$ cat src/rtl/silife_grid_seq.sv
// Purpose: ROWS x COLS Game-of-Life grid (B3/S23) with row writes, row-serial generation step and combinational read port.
// Latency: step sampled at E0, rows 0..ROWS-1 rewritten at E1..E_ROWS, done pulses the cycle after E_ROWS; reads are combinational.
// Backpressure: busy high while a generation runs; wr_en/step are dropped while busy; en low freezes everything.
module silife_grid_seq #(
    parameter int ROWS  = 32,
    parameter int COLS  = 8,
    parameter int WRAP  = 1,
    parameter int GEN_W = 16,
    localparam int RW   = (ROWS > 1) ? $clog2(ROWS) : 1
) (
    input  logic             clk,
    input  logic             rst_n,
    input  logic             en,
    input  logic [RW-1:0]    row_select,
    input  logic [COLS-1:0]  cells,
    input  logic             wr_en,
    input  logic             step,
    input  logic [RW-1:0]    rd_row,
    output logic [COLS-1:0]  rd_cells,
    output logic             busy,
    output logic             done,
    output logic [GEN_W-1:0] gen_count
);

    localparam logic WRAP_B = (WRAP != 0);

    typedef enum logic {S_IDLE, S_RUN} state_t;

    state_t            r_state;
    state_t            w_state_nxt;
    logic [COLS-1:0]   r_grid [ROWS];
    logic [COLS-1:0]   r_prev;
    logic [COLS-1:0]   r_first;
    logic [RW-1:0]     r_ptr;
    logic              r_done;
    logic [GEN_W-1:0]  r_gen_count;

    logic              w_start;
    logic              w_write;
    logic              w_adv;
    logic              w_last;
    logic [COLS-1:0]   w_cur;
    logic [COLS-1:0]   w_nxt;
    logic [COLS-1:0]   w_life;

    // Bit c of the result holds v[c-1]; column 0 sees column COLS-1 only when wrapping.
    function automatic logic [COLS-1:0] left_of(input logic [COLS-1:0] v);
        return {v[COLS-2:0], v[COLS-1] & WRAP_B};
    endfunction

    // Bit c of the result holds v[c+1]; column COLS-1 sees column 0 only when wrapping.
    function automatic logic [COLS-1:0] right_of(input logic [COLS-1:0] v);
        return {v[0] & WRAP_B, v[COLS-1:1]};
    endfunction

    assign w_last    = (r_ptr == RW'(ROWS - 1));
    assign w_cur     = r_grid[r_ptr];
    assign rd_cells  = r_grid[rd_row];
    assign busy      = (r_state == S_RUN);
    assign done      = r_done;
    assign gen_count = r_gen_count;

    // Row below the one being updated: next stored row, or the saved original row 0 at the bottom edge.
    always_comb begin
        w_nxt = '0;
        if (!w_last) begin
            w_nxt = r_grid[r_ptr + RW'(1)];
        end else if (WRAP_B) begin
            w_nxt = r_first;
        end
    end

    // One row of B3/S23 neighbour logic over prev/cur/nxt.
    always_comb begin
        logic [COLS-1:0] pl, pr, cl, cr, nl, nr;
        logic [3:0]      n;
        w_life = '0;
        n      = '0;
        pl = left_of(r_prev);  pr = right_of(r_prev);
        cl = left_of(w_cur);   cr = right_of(w_cur);
        nl = left_of(w_nxt);   nr = right_of(w_nxt);
        for (int c = 0; c < COLS; c++) begin
            n = 4'($countones({pl[c], r_prev[c], pr[c], cl[c], cr[c], nl[c], w_nxt[c], nr[c]}));
            w_life[c] = (n == 4'd3) | (w_cur[c] & (n == 4'd2));
        end
    end

    // Next-state and per-cycle strobes; a write in IDLE takes priority over a step.
    always_comb begin
        w_state_nxt = r_state;
        w_start     = 1'b0;
        w_write     = 1'b0;
        w_adv       = 1'b0;
        case (r_state)
            S_IDLE: begin
                if (en && wr_en) begin
                    w_write = 1'b1;
                end else if (en && step) begin
                    w_start     = 1'b1;
                    w_state_nxt = S_RUN;
                end
            end
            S_RUN: begin
                if (en) begin
                    w_adv = 1'b1;
                    if (w_last) begin
                        w_state_nxt = S_IDLE;
                    end
                end
            end
            default: w_state_nxt = S_IDLE;
        endcase
    end

    // State register; reset abandons any partial generation.
    always_ff @(posedge clk or negedge rst_n) begin
        if (!rst_n) begin
            r_state <= S_IDLE;
        end else begin
            r_state <= w_state_nxt;
        end
    end

    // Row pointer plus saved context rows (row above, original row 0).
    always_ff @(posedge clk or negedge rst_n) begin
        if (!rst_n) begin
            r_ptr   <= '0;
            r_prev  <= '0;
            r_first <= '0;
        end else if (w_start) begin
            r_ptr   <= '0;
            r_first <= r_grid[0];
            r_prev  <= WRAP_B ? r_grid[ROWS-1] : '0;
        end else if (w_adv) begin
            r_ptr   <= w_last ? '0 : r_ptr + RW'(1);
            r_prev  <= w_cur;
        end
    end

    // Grid storage: external row writes in IDLE, in-place generation update in RUN.
    always_ff @(posedge clk or negedge rst_n) begin
        if (!rst_n) begin
            for (int r = 0; r < ROWS; r++) begin
                r_grid[r] <= '0;
            end
        end else if (w_write) begin
            r_grid[row_select] <= cells;
        end else if (w_adv) begin
            r_grid[r_ptr] <= w_life;
        end
    end

    // Completion pulse and generation counter (wraps naturally).
    always_ff @(posedge clk or negedge rst_n) begin
        if (!rst_n) begin
            r_done      <= 1'b0;
            r_gen_count <= '0;
        end else begin
            r_done <= w_adv && w_last;
            if (w_adv && w_last) begin
                r_gen_count <= r_gen_count + GEN_W'(1);
            end
        end
    end

endmodule
$ cat config.mk
export PLATFORM = sky130hd
export DESIGN_NAME = silife_grid_seq
export DESIGN_NICKNAME = d
export VERILOG_FILES = /design/src/rtl/silife_grid_seq.sv
export SDC_FILE = /design/constraint.sdc
export NUM_CORES = 1
export LEC_CHECK = 0
export BUFFER_PORTS_ARGS = -buffer_cell sky130_fd_sc_hd__buf_2
export CORE_ASPECT_RATIO = 0.75
export CORE_MARGIN = 1.5
export CORE_UTILIZATION = 30
export DETAILED_ROUTE_END_ITERATION = 10
export SLEW_MARGIN = 20
export SYNTH_ARGS = -nofsm -noshare
export SYNTH_HDL_FRONTEND = slang
export SYNTH_SLANG_ARGS = --single-unit
$ cat constraint.sdc
create_clock -name clk -period 7.6 [get_ports clk]
set_input_delay 0.76 -clock clk [delete_from_list [all_inputs] [get_ports clk]]
set_output_delay 0.76 -clock clk [all_outputs]
set_load 0.005 [all_outputs]
# == After elaboration in Yosys (flattened, before gate mapping) ==
# Index checks and enable logic that the tools add are counted.
# totals
register_bits,295
latch_bits,0
ramBits,0
mem_bits_ro,0
inputBits,23
output_inout_bits,26
elab_cells,180
memories,0
# op_classes
addsub,58
n_mul,0
div,0
magnitude_cmp,6
eq_ne,17
n_shift,0
muxes,33
n_bitwise,21
reduce_logical,7
# op_table
operator,n
$bwmux W256,2
$mux W256,2
$bmux W8 S5,3
$mux W8,11
$demux W8 S5,2
$add A1 B1 Y2,32
$eq A4 B2 Y1 const B,16
$add A2 B2 Y3,16
$add A3 B3 Y4,8
$ge A6 B6 Y1 const B,4
$not A5 Y6,4
$add A16 B1 Y16 const B,1
$mux W5,3
$lt A6 B1 Y1 const B,2
$mux W1,9
$and A1 B1 Y1,8
$or A1 B1 Y1,8
$add A5 B1 Y5 const B,1
$eq A5 B5 Y1 const B,1
$logic_and A1 B1 Y1,5
$reduce_bool A2 Y1,2
$pmux W1 S2,1
$not A1 Y1,1

# == Depth between registers and ports, before layout ==
# logic_depth
ltp_word,15
ltp_mapped,25
depth_no_buf,17

# == Least setup slack after synthesis ==
# Ideal clock, no wire load.
# synth_timing
path_kind,register to register
start,reg r_ptr[0]
end,reg r_grid[165] (netlist name)
setup_time_ns,0.079
arrival_ns,5.899
required_time_ns,7.521
path_slack_ns,1.622
path_stages_with_launch,22
path_buffers,7
period_less_slack_ns,5.978
cell_sequence,dfrtp_1 -> buf_2 -> buf_4 -> clkbuf_1 -> inv_1 -> clkbuf_1 -> ha_1 -> clkbuf_1 -> clkbuf_1 -> mux2_2 -> o22ai_1 -> nor3_1 -> o41ai_1 -> fa_1 -> fa_1 -> inv_1 -> ha_1 -> fa_1 -> o21ai_0 -> o311ai_4 -> buf_6 -> o21ai_1
# synth_between
elab_chain_cells,15
elab_cells_between_ends,29
cone_classes,7 x add/sub; 2 x order compare; 3 x eq/ne; 12 x mux; 4 x bitwise; 1 x reduce/logical
# synth_lines
element,line,source
from (decl),34,logic [RW-1:0] r_ptr;
from (signal assigned),135,r_ptr <= w_last ? '0 : r_ptr + RW'(1);
$add A5 B1 Y5,67,w_nxt = r_grid[r_ptr + RW'(1)];
$not A5 Y6 (implied by the code),67,
$bmux W8 S5,67,
$mux W8 (implied by the code) (2 in series),67,
$mux W8,66,if (!w_last) begin
$add A1 B1 Y2 (implied by the code),83,"n = 4'($countones({pl[c], r_prev[c], pr[c], cl[c], cr[c], nl[c], w_nxt[c], nr[c]}));"
$add A2 B2 Y3 (implied by the code),83,
$add A3 B3 Y4 (implied by the code),83,
$eq A4 B2 Y1,84,w_life[c] = (n == 4'd3) | (w_cur[c] & (n == 4'd2));
$and A1 B1 Y1,84,
$or A1 B1 Y1,84,
$bwmux W256 *,149,r_grid[r_ptr] <= w_life;
$mux W256 *,148,end else if (w_adv) begin
$mux W256 *,146,end else if (w_write) begin
"to (signal, indexed assignment)",147,r_grid[row_select] <= cells;
"to (signal, indexed assignment)",149,
to (decl),31,logic [COLS-1:0] r_grid [ROWS];
# Mark *: on every way between the ends. The rest lies on a longest branch, timed or not. The select of a mux whose other input is x is not followed.
# A chain may end at the register's enable or synchronous reset.

# == Worst setup path after layout ==
# layout_timing
start,reg r_ptr[1]
end,reg r_grid[148] (netlist name)
# Same word-level chain as after synthesis.

==> run metrics <==
status=complete, no violations; gr ovfl total=0; Hold Buf Count CTS=0; Avg WL per Cell=32.1 µm; 1st-iter DRT viols=approximately 3000; met1 Use GR=between 30 and 40%; DR vias=18800; Die Wd=307 µm; FILL cells=6900; Post-DP HPWL=65700 µm; row count=83; GP Congestion=1.02; skew final=0.0385 ns; clk_lat worst skew=approximately 0.59 ns; # DRC=0; largest net degree at the start of global routing=147; crit path to=r_grid[148]$_DFFE_PN0P_; area grow syn2layout=9.76%; I/O pins=49; Tot GR Track Use=25.4%; Post-synth EDFFs=0; final setup fails=0; vias in the first global route=17300; ys async rst share=100%; syn nets=around 2100; busiest grt layer=met1; hold crit path type=in2async; CP Launch Point=r_ptr[1]$_DFFE_PN0P_; top-area cell type share of the netlist area=35.5%; RSZ-0062 raised after global routing=false; Top FF cell, synth=dfrtp_1; Worst Path Arrival=roughly 7.4 ns; diodes inserted=0; TritonCTS clock tree=built; I/O Buffers=48; Die H=231 µm; Initial DRT Pass Iterations=9; Routed Antenna Nets=0; Setup Buffers After CTS=0; Sink Count=slightly below 300; r2r setup slk=around 0.58 ns; Clock transition at path regs=0.07 ns; met2 Use GR=35.0%; Tcrit/Tclk final=92.3%; global-route wire length before repair=about 130000 µm; Mapped Area=between 0.02 and 0.025 mm²; Die Area=0.0709 mm²; worst endpoint required time=around 8 ns; nets=2028; Via density=6.59; synthesized instance count=2001; area of the multi-input gates=0.0123 mm²; r2r endpoint=r_grid[148]$_DFFE_PN0P_; element type at the critical path start=register; max cap viols=0; Syn Area/Cell=10.4 µm²; worst slew pin tran=1.08 ns; Final Hold Violating Endpoints=0; H-tree levels=2; worst rel slew slack=28.0%; Syn. warnings=0; setup TNS=0 ns; FF-to-FF Start=r_ptr[1]$_DFFE_PN0P_; Crit Path Category=reg2reg; Routed WL=91800 µm; # resized after CTS=0; clk root buf=clkbuf_16; Min Clock Period, post-route=7.02 ns; met3 GRT Util=between 8 and 9%; CP Capture Type=register; Pins Over Slew Limit=0; Worst Reg2Reg Path Length in Cells=16; worst-path maximum fanout=32; Num CTS Buffers=35; distinct cell type count after synthesis=56; Synth area leaders=dfrtp_1 35%, mux2i_1 11%, a22oi_1 9.2%, mux4_2 8.7%, o21ai_1 5.4%; share of layout cells above drive strength 1=15.4%; CTS Buffer Depth=3; Starting Density=30.3%; initial antenna violation count=7; Seq cells post-synth=295; core box area=between 0.06 and 0.07 mm²; Seq. cell area=0.00739 mm²; Yosys top cell by area=dfrtp_1; sequential share of the synthesized area=between 30 and 40%; Max Fclk=143 MHz
-- kinds of logic after synthesis --
| logic type | count (synthesis) | synth area share (%) |
|---|---|---|
| and+or+nand+nor | 359 | 9.67 |
| muxes | 345 | 21.6 |
| DFF | 295 | 35.5 |
| buffers and inverters | 222 | 5.35 |
| xor gates and xnor gates | 18 | 0.758 |
| AOI/OAI and AO/OA | 700 | 22.2 |
| adders and majority gates | 62 | 4.89 |
-- through the flow --
stage / hold WS [ns] / setup WS, ns / std cells / cell area, µm² / util (%)
final: 0.169 / 0.584 / 2857 / 22800 / 33.3
after global routing: 0.200 / 0.437 / 2857 / 22800 / 33.3
after CTS: 0.181 / 0.706 / 2856 / 22800 / 33.3
after detailed placement: 0.460 / 0.761 / 2797 / 21600 / 31.5
after global placement: 0.454 / 0.856 / 2796 / 21600 / 31.5
after floorplan: 0.437 / 1.62 / 2001 / 20800 / -
-- layer usage --
layer  vias to the layer above  share of wire [%]
li1                       7671                  -
met1                      9681                 43
met2                      1320                 40
met3                       153                 14
met4                         4                2.5
met5                         -              0.029
-- how the worst min path moves through the flow --
| stage | end | slack, ns | cells past startpoint |
|---|---|---|---|
| 2_1_floorplan | r_first[2]$_DFFE_PN0P_ | 0.44 | 2 |
| 3_5_place_dp | r_first[7]$_DFFE_PN0P_ | 0.46 | 2 |
| 3_3_place_gp | r_first[3]$_DFFE_PN0P_ | 0.45 | 2 |
| 5_1_grt | gen_count[15]$_DFFE_PN0P_ | 0.20 | 1 |
| 6_report | gen_count[15]$_DFFE_PN0P_ | 0.17 | 1 |
| 4_1_cts | gen_count[15]$_DFFE_PN0P_ | 0.18 | 1 |
-- synth_stat cells (16+ instances only) --
cell      count
ha_1         30
mux4_2       80
a22oi_1     256
fa_1         32
dfrtp_1     295
nand4_1      26
a21boi_1     30
buf_6        29
nand2_1      66
o21ai_1     223
clkbuf_1    101
o22ai_1      84
buf_1        16
o21ai_0      48
mux2i_1     232
inv_1        39
nor3_1       16
nand3_1      92
mux2_2       33
buf_2        28
nand2b_1     21
nor2_1       51
-- layout by cell type (no fill, tap or decap), types with 6 or more instances in the layout --
master and instances:
nor2_1 49, clkbuf_16 37, xnor2_1 9, o21ai_1 224
or4_4 13, o311ai_4 7, a21boi_1 30, o41ai_1 8
nand3_1 92, a22o_1 13, mux4_2 80, bufinv_16 6
and3_1 11, ha_1 29, buf_4 34, dfrtp_1 293
mux2i_1 232, xor2_1 7, nand2b_1 21, o21ai_0 47
a21oi_1 8, inv_1 39, nand2_1 66, fa_1 32
nor3_1 16, or2_2 10, o31ai_1 12, o22ai_1 84
nand4_1 26, and2_1 10, a22oi_1 256, buf_2 46
mux2_2 33
-- sequential cells by signal, indices dropped and copies added, names as in the netlist --
signal	flops
gen_count	16
r_first	8
r_ptr	5
busy	1
r_grid	256
done	1
r_prev	8
-- worst max-delay path, stage by stage (launching register included) --
cell and delay (ns):
dfrtp_4 0.71, ha_1 0.50, xor2_4 0.62, nand2_1 0.67
o22ai_1 0.32, nor3_1 0.15, o41ai_1 0.91, fa_1 0.60
fa_1 0.55, inv_1 0.04, ha_1 0.20, fa_1 0.44
nand3_1 0.07, o21ai_0 0.15, o311ai_4 0.12, buf_4 0.57
o21ai_0 0.18
-- final cells by class --
| type | count | share of cell area, % |
|---|---|---|
| Multi-Input combinational cell | 1484 | 54.1 |
| Inverter | 39 | 0.641 |
| Timing Repair Buffer | 88 | 2.71 |
| Clock buffer | 44 | 4.26 |
| Clock inverter | 15 | 1.05 |
| Tap cell | 892 | 4.89 |
| Sequential cell | 295 | 32.4 |
Power is left out: the tool's default activity adds up to more than one toggle a clock period on the data nets, which glitch-free logic cannot reach.
